`config.mk`:
```
export PLATFORM = sky130hd
export DESIGN_NAME = serial_frame_tx_flat
export DESIGN_NICKNAME = d
export VERILOG_FILES = /design/src/rtl/serial_frame_tx_if.sv /design/src/rtl/serial_frame_tx.sv /design/src/flat_wrapper.sv
export SDC_FILE = /design/constraint.sdc
export NUM_CORES = 1
export LEC_CHECK = 0
export CORE_ASPECT_RATIO = 1.1
export CORE_MARGIN = 4
export CORE_UTILIZATION = 40
export DETAILED_ROUTE_END_ITERATION = 8
export PLACE_DENSITY_LB_ADDON = 0.12
export SYNTH_ARGS = -nofsm -noshare
export SYNTH_HDL_FRONTEND = slang
export SYNTH_SLANG_ARGS = --single-unit
```
`constraint.sdc`:
```
create_clock -name clk -period 1.5 [get_ports clk]
set_input_delay 0.225 -clock clk [delete_from_list [all_inputs] [get_ports clk]]
set_output_delay 0.225 -clock clk [all_outputs]
set_load 0.1 [all_outputs]
```
`src/rtl/serial_frame_tx_if.sv`:
```
// serial_frame_tx_if: valid/ready word handshake into the serial frame transmitter
interface serial_frame_tx_if #(
  parameter int DATA_W = 8
);
  logic [DATA_W-1:0] tx_data;
  logic              tx_valid;
  logic              tx_ready;
  modport master (output tx_data, output tx_valid, input tx_ready);
  modport slave (input tx_data, input tx_valid, output tx_ready);
endinterface

```
`src/rtl/serial_frame_tx.sv`:
```
// serial_frame_tx: framed serial transmitter (start, LSB-first data, optional even parity, stop)
module serial_frame_tx #(
  parameter int DATA_W     = 8,
  parameter int BIT_CYCLES = 4,
  parameter bit PARITY_EN  = 1
) (
  input  logic            clk,
  input  logic            rstn,
  serial_frame_tx_if.slave tx,
  output logic            tx_out,
  output logic            busy,
  output logic            frame_done
);
  localparam int CW = BIT_CYCLES > 1 ? $clog2(BIT_CYCLES) : 1;
  localparam int IW = DATA_W > 1 ? $clog2(DATA_W) : 1;
  localparam logic [CW-1:0] C_LAST = CW'(BIT_CYCLES - 1);
  localparam logic [IW-1:0] I_LAST = IW'(DATA_W - 1);
  typedef enum logic [2:0] {IDLE, START, DATA, PARITY, STOP} state_t;
  state_t            state;
  logic [CW-1:0]     cnt;
  logic [IW-1:0]     idx;
  logic [DATA_W-1:0] shift;
  logic              par;
  logic [DATA_W-1:0] shift_nxt;
  logic              bit_end;
  assign shift_nxt = shift >> 1;
  assign bit_end   = cnt == C_LAST;
  // tx_out is loaded with the value of the upcoming bit so it changes on the bit boundary edge
  always_ff @(posedge clk or negedge rstn)
    if (!rstn) begin
      state       <= IDLE;
      cnt         <= '0;
      idx         <= '0;
      shift       <= '0;
      par         <= 1'b0;
      tx_out      <= 1'b1;
      busy        <= 1'b0;
      frame_done  <= 1'b0;
      tx.tx_ready <= 1'b1;
    end else begin
      frame_done <= 1'b0;
      if (state != IDLE) cnt <= bit_end ? '0 : cnt + 1'b1;
      case (state)
        IDLE: if (tx.tx_valid) begin
          state       <= START;
          shift       <= tx.tx_data;
          par         <= ^tx.tx_data;
          cnt         <= '0;
          tx_out      <= 1'b0;
          busy        <= 1'b1;
          tx.tx_ready <= 1'b0;
        end
        START: if (bit_end) begin
          state  <= DATA;
          idx    <= '0;
          tx_out <= shift[0];
        end
        DATA: if (bit_end) begin
          shift <= shift_nxt;
          if (idx == I_LAST) begin
            state  <= PARITY_EN ? PARITY : STOP;
            tx_out <= PARITY_EN ? par : 1'b1;
          end else begin
            idx    <= idx + 1'b1;
            tx_out <= shift_nxt[0];
          end
        end
        PARITY: if (bit_end) begin
          state  <= STOP;
          tx_out <= 1'b1;
        end
        STOP: if (bit_end) begin
          state       <= IDLE;
          busy        <= 1'b0;
          tx.tx_ready <= 1'b1;
          frame_done  <= 1'b1;
        end
        default: state <= IDLE;
      endcase
    end
endmodule

```
`src/flat_wrapper.sv`:
```
// flat-port wrapper written by rule: the top's interface ports become plain ports
module serial_frame_tx_flat 
#(
  parameter int DATA_W     = 8,
  parameter int BIT_CYCLES = 4,
  parameter bit PARITY_EN  = 1
)
  (clk, rstn, tx_out, busy, frame_done, tx_tx_data, tx_tx_valid, tx_tx_ready);
  serial_frame_tx_if #(.DATA_W(DATA_W)) tx_i ();
  input  logic clk;
  input  logic rstn;
  output logic tx_out;
  output logic busy;
  output logic frame_done;
  input wire logic [$bits(tx_i.tx_data)-1:0] tx_tx_data;
  input wire logic [$bits(tx_i.tx_valid)-1:0] tx_tx_valid;
  output wire logic [$bits(tx_i.tx_ready)-1:0] tx_tx_ready;
  assign tx_i.tx_data = tx_tx_data;
  assign tx_i.tx_valid = tx_tx_valid;
  assign tx_tx_ready = tx_i.tx_ready;
  serial_frame_tx #(.DATA_W(DATA_W), .BIT_CYCLES(BIT_CYCLES), .PARITY_EN(PARITY_EN)) u_core (.clk(clk), .rstn(rstn), .tx(tx_i), .tx_out(tx_out), .busy(busy), .frame_done(frame_done));
endmodule
```
==> run_results.csv <==
group,metric,value,unit
power_and_ir_drop,power_density,1790,nW/um2
flow_run,maxCapViolCount,0,
finish,layout_commonest_cell,"dfrtp_1",
clock_tree,cts_tree,"built",
synthesis,synth-async-reset-ratio,100,%
finish,antenna_cells,0,
detailed_routing,wirelength,1990,um
synthesis,synth_cell_type_count,33,
clock_tree,htree_levels,1,
detailed_routing,via_per_inst,5.10,
clock_tree,cts_root_buf,"clkbuf_4",
floorplanning,dieArea,3740,um2
synthesis,syn_nets,121,
timing,fmax,0.728,GHz
detailed_routing,postRouteAntennaNets,0,
detailed_routing,dr.pass1.iters,2,
clock_tree,cts_made_buffers,3,
global_route,grt_pass1_vias,842,
synthesis,synth-main-ff-cell,"dfrtp_1",
clock_tree,clockBufferDepth,2,
finish,layout_common_cells,"dfrtp_1, nand2_1, o21ai_1, clkdlybuf4s50_1",
worst_hold_path,hold_class,"input port to async pin",
detailed_routing,vias,796,
timing,layout_setup_ws,0.127,ns
status,status,"complete, no violations",
detailed_routing,routedWlPerCell,12.8,um
timing,period_share,91.6,%
synthesis,syn_avg_cell_area,10.6,um2
placement,dpl-instance-area,1330,um2
floorplanning,core_area,2590,um2
finish,drive_above_1_share,21.6,%
synthesis,synth_warnings,0,
synthesis,synth-edff-count,0,
floorplanning,rows,19,
timing,skew,0.00583,ns
timing,hold_slack,0.242,ns
setup_path,path_class,"register to register",
synthesis,yosysSeqAreaShare,46.7,%
finish,syn_to_final_growth,23.5,%
clock_tree,clk_pin_slew,0.13,ns
synthesis,yosysTopAreaCell,"dfrtp_1",
setup_path,cp-end-kind,"register",
clock_tree,cts.sinks,21,
power_and_ir_drop,peakVddDrop,1.31,mV
setup_path,cp.required,1.71,ns
timing,drv_slew,0,
timing,relSlewSlack,67.7,%
synthesis,yosysTopAreaCellShare,42.0,%
detailed_routing,drc_errors,0,
detailed_routing,drtIter0Drc,18,
synthesis,syn_area,1130,um2
floorplanning,fp.dieH,63.8,um
placement,gp_congestion,0.750,
placement,dp_worst_setup_slack,-0.0645,ns
floorplanning,io_pins,15,
clock_tree,insertion_delay,0.31,ns
floorplanning,start_util,43.7,%
setup_path,worstSetupStartpointType,"register",
timing,min_period,1.37,ns
global_route,grt-ovfl-total,0,
floorplanning,die_w,58.7,um
placement,hpwl,1460,um
setup_path,worst-path-max-fanout,10,
global_route,grt_pass1_wl,3550,um
power_and_ir_drop,leakage,0.579,nW
finish,final_area,1400,um2
setup_path,cp.arrival,1.59,ns
synthesis,ys_ff_latch,21,
global_route,antenna_found_initial,0,
timing,hold_viol,0,
timing,tightest_slew,0.484,ns
power_and_ir_drop,total_power,2.50,mW
timing,rsz0062_at_grt,"no",
synthesis,yosys-top-cells-area,"dfrtp_1, mux2i_1, xnor2_1",
placement,port_buffers,14,
global_route,grt_max_degree,22,
synthesis,synthCells,107,
finish,fin_nets,140,
timing,setup_violations,0,
global_route,grt_use_total,12.3,%
-- power by group --
group / switching [mW] / internal, mW
clock network: 0.185 / 0.0995
registers: 0.234 / 0.794
logic: 0.615 / 0.576
-- worst max-delay path, stage by stage (launching register included) --
cell and delay [ns]:
dfrtp_1 0.57, nor2_8 0.17, and2_4 0.25, mux2i_1 0.21, o21ai_1 0.07
-- cell type report --
cell class / count / area (um2)
inverters: 4 / 15.0
repair buffers: 19 / 230
clock inverters: 1 / 5.00
flip-flops and latches: 21 / 528
multi-input cells: 77 / 557
fillers: 234 / 1190
well taps: 31 / 38.8
clock buffers: 3 / 22.5
-- final timing paths --
check | start | to | slack, ns | cells after the start
worst max-delay path | u_core.state[0] | u_core.shift[6] | 0.13 | 4
worst min-delay path | rstn | u_core.shift[7] | 0.24 | 2
worst max register to register | u_core.state[0] | u_core.shift[6] | 0.13 | 4
worst min register to register | u_core.shift[6] | u_core.shift[6] | 0.50 | 2
max in group asynchronous | rstn | u_core.tx.tx_ready | 0.98 | 2
min in group clk | u_core.shift[6] | u_core.shift[6] | 0.50 | 2
-- state kept, by name (all words and copies together) (netlist names) --
signal,cells
u_core.cnt,2
u_core.tx.tx_ready,1
u_core.tx_out,1
u_core.par,1
u_core.busy,1
u_core.state,3
u_core.idx,3
u_core.frame_done,1
u_core.shift,8
-- repair_timing --
item	CTS	global route
setup endpoints to repair	3	4
pin swaps	0	3
resized for setup	1	5
buffers inserted	0	1
hold buffers	0	0
-- routing by layer --
metal  GRT usage [%]  wire length [um]  up-vias
li1                -                 -      404
met4            5.95                21        0
met5               0                 0        -
met2            20.5               986        8
met1            15.2               928      382
met3            2.01                54        2
-- per-stage QoR --
stage | setup TNS (ns) | std cells | utilization [%]
2_1_floorplan | 0 | 107 | -
6_report | 0 | 156 | 53.9
5_1_grt | 0 | 156 | 53.9
3_5_place_dp | -0.179 | 151 | 51.4
3_3_place_gp | -0.0247 | 151 | 51.4
4_1_cts | 0 | 155 | 52.6
-- cell families (layout without fill, tap and decap cells) --
logic type | Yosys count | count (layout) | synth area share, %
and+or+nand+nor | 32 | 32 | 16.2
DFF | 21 | 21 | 46.7
muxes | 8 | 8 | 7.19
adders and majority gates | 3 | 3 | 3.32
xor gates and xnor gates | 8 | 8 | 6.19
AOI/OAI and AO/OA | 26 | 26 | 13.7
buffers and inverters | 9 | 27 | 6.75
-- cells in the mapped netlist (2+ instances only) --
library cell  count
a211oi_1          2
a21oi_1           4
and2_4            2
buf_6             3
dfrtp_1          19
dfstp_2           2
ha_1              3
inv_1             4
mux2i_1           7
nand2_1          14
nand3_1           2
nor2_1            3
nor2b_1           4
o21ai_0           3
o21ai_1          11
xnor2_1           7
Note: power is estimated with default switching activity, not from simulation.
